--- config.mk ---
export PLATFORM = sky130hd
export DESIGN_NAME = alu_operand_arbiter
export DESIGN_NICKNAME = d
export VERILOG_FILES = /design/src/rtl/alu_operand_arbiter.sv
export SDC_FILE = /design/constraint.sdc
export NUM_CORES = 1
export LEC_CHECK = 0
export BUFFER_PORTS_ARGS = -buffer_cell sky130_fd_sc_hd__buf_2
export CAP_MARGIN = 5
export CORE_UTILIZATION = 42
export CTS_CLUSTER_SIZE = 40
export DETAILED_ROUTE_END_ITERATION = 10
export PLACE_DENSITY = 0.72
export SLEW_MARGIN = 10
export SYNTH_ARGS = -nofsm -noshare
export SYNTH_HDL_FRONTEND = slang
export SYNTH_SLANG_ARGS = --single-unit
--- constraint.sdc ---
create_clock -name clk -period 1.5 [get_ports clk]
set_clock_uncertainty 0.1 [all_clocks]
set_input_delay 0.075 -clock clk [delete_from_list [all_inputs] [get_ports clk]]
set_output_delay 0.075 -clock clk [all_outputs]
set_load 0.01 [all_outputs]
--- src/rtl/alu_operand_arbiter.sv ---
// Round-robin arbiter sharing the ALU operand path between requesters A and B.
// Latency: operand appears on out_data 1 cycle after its valid/ready transfer.
// Backpressure: out_valid/out_data held until out_ready; then HOLD_CYCLES guard cycles before the next grant.
module alu_operand_arbiter #(
    parameter int WIDTH       = 4,
    parameter int HOLD_CYCLES = 2,
    parameter int CW          = 4
) (
    input  logic             clk,
    input  logic             rst_n,
    input  logic             a_valid,
    input  logic [WIDTH-1:0] a_data,
    output logic             a_ready,
    input  logic             b_valid,
    input  logic [WIDTH-1:0] b_data,
    output logic             b_ready,
    output logic             sel,
    output logic             out_valid,
    output logic [WIDTH-1:0] out_data,
    output logic             out_src,
    input  logic             out_ready,
    output logic             busy
);

    typedef enum logic [1:0] {
        IDLE = 2'd0,
        OUT  = 2'd1,
        HOLD = 2'd2
    } state_t;

    // Counter load value: the HOLD state exits when the counter reads zero,
    // so loading HOLD_CYCLES-1 yields exactly HOLD_CYCLES guard cycles.
    localparam logic [CW-1:0] HOLD_LOAD = (HOLD_CYCLES > 0) ? CW'(HOLD_CYCLES - 1) : '0;

    state_t        state_q;
    state_t        state_d;
    logic [CW-1:0] cnt_q;
    logic [CW-1:0] cnt_d;
    logic          last_grant_q;
    logic          winner;
    logic          take;
    logic          out_fire;

    // Winner selection: a lone requester wins; on contention the one not granted last time wins.
    always_comb begin
        winner = 1'b0;
        if (a_valid && b_valid) begin
            winner = ~last_grant_q;
        end else begin
            winner = b_valid;
        end
    end

    // A grant is only offered from IDLE, so at most one ready is ever high.
    assign take     = (state_q == IDLE) && (a_valid || b_valid);
    assign a_ready  = take && !winner;
    assign b_ready  = take && winner;
    assign out_fire = out_valid && out_ready;
    assign busy     = (state_q != IDLE);

    // State and guard counter registers.
    always_ff @(posedge clk or negedge rst_n) begin
        if (!rst_n) begin
            state_q <= IDLE;
            cnt_q   <= '0;
        end else begin
            state_q <= state_d;
            cnt_q   <= cnt_d;
        end
    end

    // Next-state logic: IDLE -> OUT on transfer, OUT -> HOLD/IDLE on handshake, HOLD counts down.
    always_comb begin
        state_d = state_q;
        cnt_d   = cnt_q;
        unique case (state_q)
            IDLE: begin
                if (take) begin
                    state_d = OUT;
                end
            end
            OUT: begin
                if (out_fire) begin
                    if (HOLD_CYCLES == 0) begin
                        state_d = IDLE;
                    end else begin
                        state_d = HOLD;
                        cnt_d   = HOLD_LOAD;
                    end
                end
            end
            HOLD: begin
                if (cnt_q == '0) begin
                    state_d = IDLE;
                end else begin
                    cnt_d = cnt_q - CW'(1);
                end
            end
            default: begin
                state_d = IDLE;
            end
        endcase
    end

    // Output datapath: capture the winner on the transfer edge, drop valid on the ALU handshake.
    always_ff @(posedge clk or negedge rst_n) begin
        if (!rst_n) begin
            out_valid    <= 1'b0;
            out_data     <= '0;
            out_src      <= 1'b0;
            sel          <= 1'b0;
            last_grant_q <= 1'b1;
        end else if (take) begin
            out_valid    <= 1'b1;
            out_data     <= winner ? b_data : a_data;
            out_src      <= winner;
            sel          <= winner;
            last_grant_q <= winner;
        end else if (out_fire) begin
            out_valid    <= 1'b0;
        end
    end

endmodule

# Word-level counts from Yosys, hierarchy flattened
# Index checks and enable logic that the tools add are counted.
# totals
ff_bits	13
input_bits	13
output_inout_bits	10
# op_classes
add_sub_neg	1
n_eq_ne	6
muxes	11
n_bitwise	1
n_reduce_logical	14
# op_table
op	count
$mux W4	3
$ne A2 B2 Y1 const B	4
$pmux W4 S2	1
$mux W2	3
$pmux W2 S3	1
$reduce_and A3 Y1	2
$reduce_bool A2 Y1	3
$logic_and A1 B1 Y1	5
$logic_not A4 Y1	1
$sub A4 B1 Y4 const B	1
$mux W1	3
$eq A2 B1 Y1 const B	1
$eq A2 B2 Y1 const B	1
$logic_not A2 Y1	1
$logic_not A1 Y1	1
$logic_or A1 B1 Y1	1
$not A1 Y1	1

# Depth between registers and ports, before layout
# depth
ltp_word	4
mapped_depth	4
ltp_nobuf	4

# Least setup slack after synthesis
# No wires, ideal clock.
# synth_timing
path_type	reg-to-reg
startpoint	reg last_grant_q
endpoint	reg out_data[0]
setup_ns	0.126
arrival_ns	1.196
slack_ns	0.078
stages_incl_launch_ff	5
path_cell_list	dfstp_2 > nand2_1 > and3_1 > buf_2 > a221o_1
# synth_via
elab_chain_len	3
# synth_lines
element	line_no	text
start: declaration	39	logic last_grant_q;
start signal: assignment	118	last_grant_q <= winner;
$not A1 Y1	48	winner = ~last_grant_q;
$mux W1	47	if (a_valid && b_valid) begin
$mux W4	115	out_data <= winner ? b_data : a_data;
end signal: assignment	115	
end: declaration	19	output logic [WIDTH-1:0] out_data,
# No other way between the ends.
# A chain may end at the register's enable or synchronous reset.

# Worst setup path after layout
# layout_timing
startpoint	reg state_q[1]
endpoint	out b_ready
# layout_via
elab_chain_len	3
# layout_lines
element	line_no	text
start: declaration	35	state_t state_q;
start signal: assignment	67	state_q <= state_d;
$logic_not A2 Y1	55	assign take = (state_q == IDLE) && (a_valid || b_valid);
$logic_and A1 B1 Y1	55	
$logic_and A1 B1 Y1	57	assign b_ready = take && winner;
end: declaration	16	output logic b_ready,
# No other way between the ends.

==> reports/qor.yml <==
wl_per_cell_um: 14.5
tritoncts: "done"
critPathLaunch: "state_q[1]"
cts-root-buf: "clkbuf_4"
synth.yosys.seq_area_share_pct: 50.0
cts.sinks: 13
hpwl_um: 1070
rsz0062_at_grt: "no"
min_path_type: "input port to flip-flop"
setup_violations: 0
required_ps: 1320
regToRegSetupSlack_ps: 90
tightest_slew_ps: 515
syn_nets: 74
drive_above_1_share_pct: 35.6
vdd_ir_drop_max_mv: 1.12
ys_types: 27
final_util_pct: 65.0
gp_congestion: 0.798
maxCapViolations: 0
grt_max_degree: 14
grt_overflow_total: 0
dr.first_iter.drc_count: 12
final_nets: 106
vias_per_cell: 5.50
cts_made_buffers: 3
synth_top_family_by_area: "simple AND/OR/NAND/NOR gates"
p_per_area_nw_per_um2: 1900
placed_area_um2: 769
worst_r2r_endpoint: "out_data[0]"
placed_cells: 94
hold_viol: 0
first_pass_iters: 4
fin_setup_tns_ps: 0
synthMuxAreaShare_pct: 4.60
outcome: "finished clean"
hp-start: "a_data[2]"
drcViolationCount: 0
area_growth_pct: 36.0
dieArea_um2: 1720
rows: 13
totalWireLength_um: 1520
clock_latency_ps: 270
layout.cells.non_filler: 105
ctsLongestPathBuffers: 2
ys_ff_latch: 13
synthSimpleGateAreaFrac_pct: 20.3
grt_use_total_pct: 18.9
worst_hold_path.num_cells: 3
grt_pass1_vias: 559
syn_avg_cell_area_um2: 11.1
io_buffers: 22
slowest_stage: "dfrtp_2"
syn-cell-area_um2: 653
crit_path_cell_trace: "nor2_4 -> and3_4 -> buf_6"
n_fill_cell: 126
worst_setup_path_start_kind: "flip-flop"
coreArea_um2: 1370
cp_max_fo: 7
ant_nets: 0
h-tree-depth: 1
min_to: "out_data[2]"
antenna_found_initial: 0
leakagePower_nw: 0.471
fin_area_um2: 888
synthAdderAreaFrac_pct: 3.83
slew_violations: 0
synth-compound-area-share_pct: 17.0
ios: 23
relSlewSlack_pct: 65.4
cpPeakStageDelay_ps: 440
path_clk_slew_ps: 70
syn_inst: 59
start_util_pct: 47.8
rr_startpoint: "state_q[1]"
die_h_um: 41.4
yosys_warnings: 0
end_kind: "primary output"
diodes: 0
synthXorXnorAreaFrac_pct: 0
critical_path_class: "flip-flop to primary output"
crit_arrival_ps: 1250
grt_pass1_wl_um: 2420
min_period_ps: 1430
vias: 577
timing.fmax_mhz: 700
fin_crit_sh_pct: 95.2
p_total_mw: 1.69
fp.dieW_um: 41.4
r2r_cells: 3
metrics by stage:
stage / worst slack [ps] / hold WS, ps
after floorplan: 77.5 / -321
after detailed placement: 52.3 / -129
final: 72.3 / 72.2
after global placement: 90.3 / -131
after global routing: 11.0 / 74.3
after CTS: 34.1 / 69.1
per-layer routing:
layer	part of all wire [%]	GRT usage (%)	vias up	wire, µm
li1	-	-	285	-
met4	2.8	6.45	0	42
met5	0	0	-	0
met3	4.9	8.26	4	74
met2	52	32.5	22	789
met1	40	20.6	266	615
where the power goes:
| part | total [mW] | internal (mW) | leakage, nW | switching [mW] |
|---|---|---|---|---|
| Clock | 0.209 | 0.103 | 0.0150 | 0.106 |
| Combinational | 0.795 | 0.405 | 0.298 | 0.389 |
| Sequential | 0.687 | 0.526 | 0.158 | 0.161 |
| Total | 1.69 | 1.03 | 0.471 | 0.656 |
worst max-delay path by stage:
stage | end | depth (start not counted)
2_1_floorplan | out_data[0] | 4
3_3_place_gp | out_data[3] | 3
3_5_place_dp | out_data[3] | 3
4_1_cts | b_ready | 3
5_1_grt | b_ready | 3
6_report | b_ready | 3
worst max-delay path: cells and delay by family (launching register included):
| kind | cells | cell delay, ps |
|---|---|---|
| buffers and inverters | 1 | 120 |
| DFF | 1 | 440 |
| and+or+nand+nor | 2 | 410 |
sequential cells by signal, indices dropped and copies added (netlist names):
name and count:
out_src 1, state_q 2, out_valid 1, out_data 4
cnt_q 4, last_grant_q 1
repair_timing:
item	CTS	global route
gates resized for setup	3	3
hold endpoints to repair	18	0
setup endpoints to repair	1	4
setup buffers	0	1
pin swaps	0	2
hold buffers	6	0
cell type report:
cell class / count / area (µm²) / share of cell area (%)
flip-flops and latches: 13 / 328 / 36.9
multi-input cells: 40 / 317 / 35.6
repair buffers: 29 / 184 / 20.7
clock buffers: 4 / 26.3 / 2.96
well taps: 15 / 18.8 / 2.11
inverters: 4 / 15.0 / 1.69
cells in the mapped netlist:
cell type,count,area (µm²)
nor2_2,1,6.26
a221o_1,4,40.0
and4b_1,1,10.0
nand2_1,4,15.0
and3_1,2,12.5
buf_4,1,7.51
o21ai_1,1,5.00
nor2b_1,1,6.26
dfrtp_1,12,300
and4_1,4,35.0
o21ai_0,1,5.00
a21oi_1,1,5.00
a31o_2,1,8.76
a211oi_1,1,7.51
a22o_1,2,17.5
nand4b_1,1,8.76
a21o_1,3,22.5
nor3_1,1,5.00
nand3b_1,1,7.51
nand2b_1,2,12.5
buf_2,1,5.00
dfstp_2,1,26.3
mux2i_1,3,30.0
nor2_1,2,7.51
nor4_1,1,6.26
ha_1,2,25.0
inv_1,4,15.0
logic make-up after synthesis:
| kind of cell | Yosys count |
|---|---|
| compound gates | 14 |
| mux | 3 |
| fa+ha+maj | 2 |
| simple gates | 21 |
| buf+inv | 6 |
| flops | 13 |
cells in the final DEF, fill, tap and decap left out, types with 2 or more instances in the layout:
master / n
nor2_1: 2
dfrtp_1: 11
a21o_1: 3
ha_1: 2
clkbuf_4: 3
a221o_1: 4
mux2i_1: 3
buf_2: 21
nand2_1: 4
dlygate4sd3_1: 6
a22o_1: 2
inv_1: 4
and4_1: 4
Note: power is estimated with default switching activity, not from simulation.
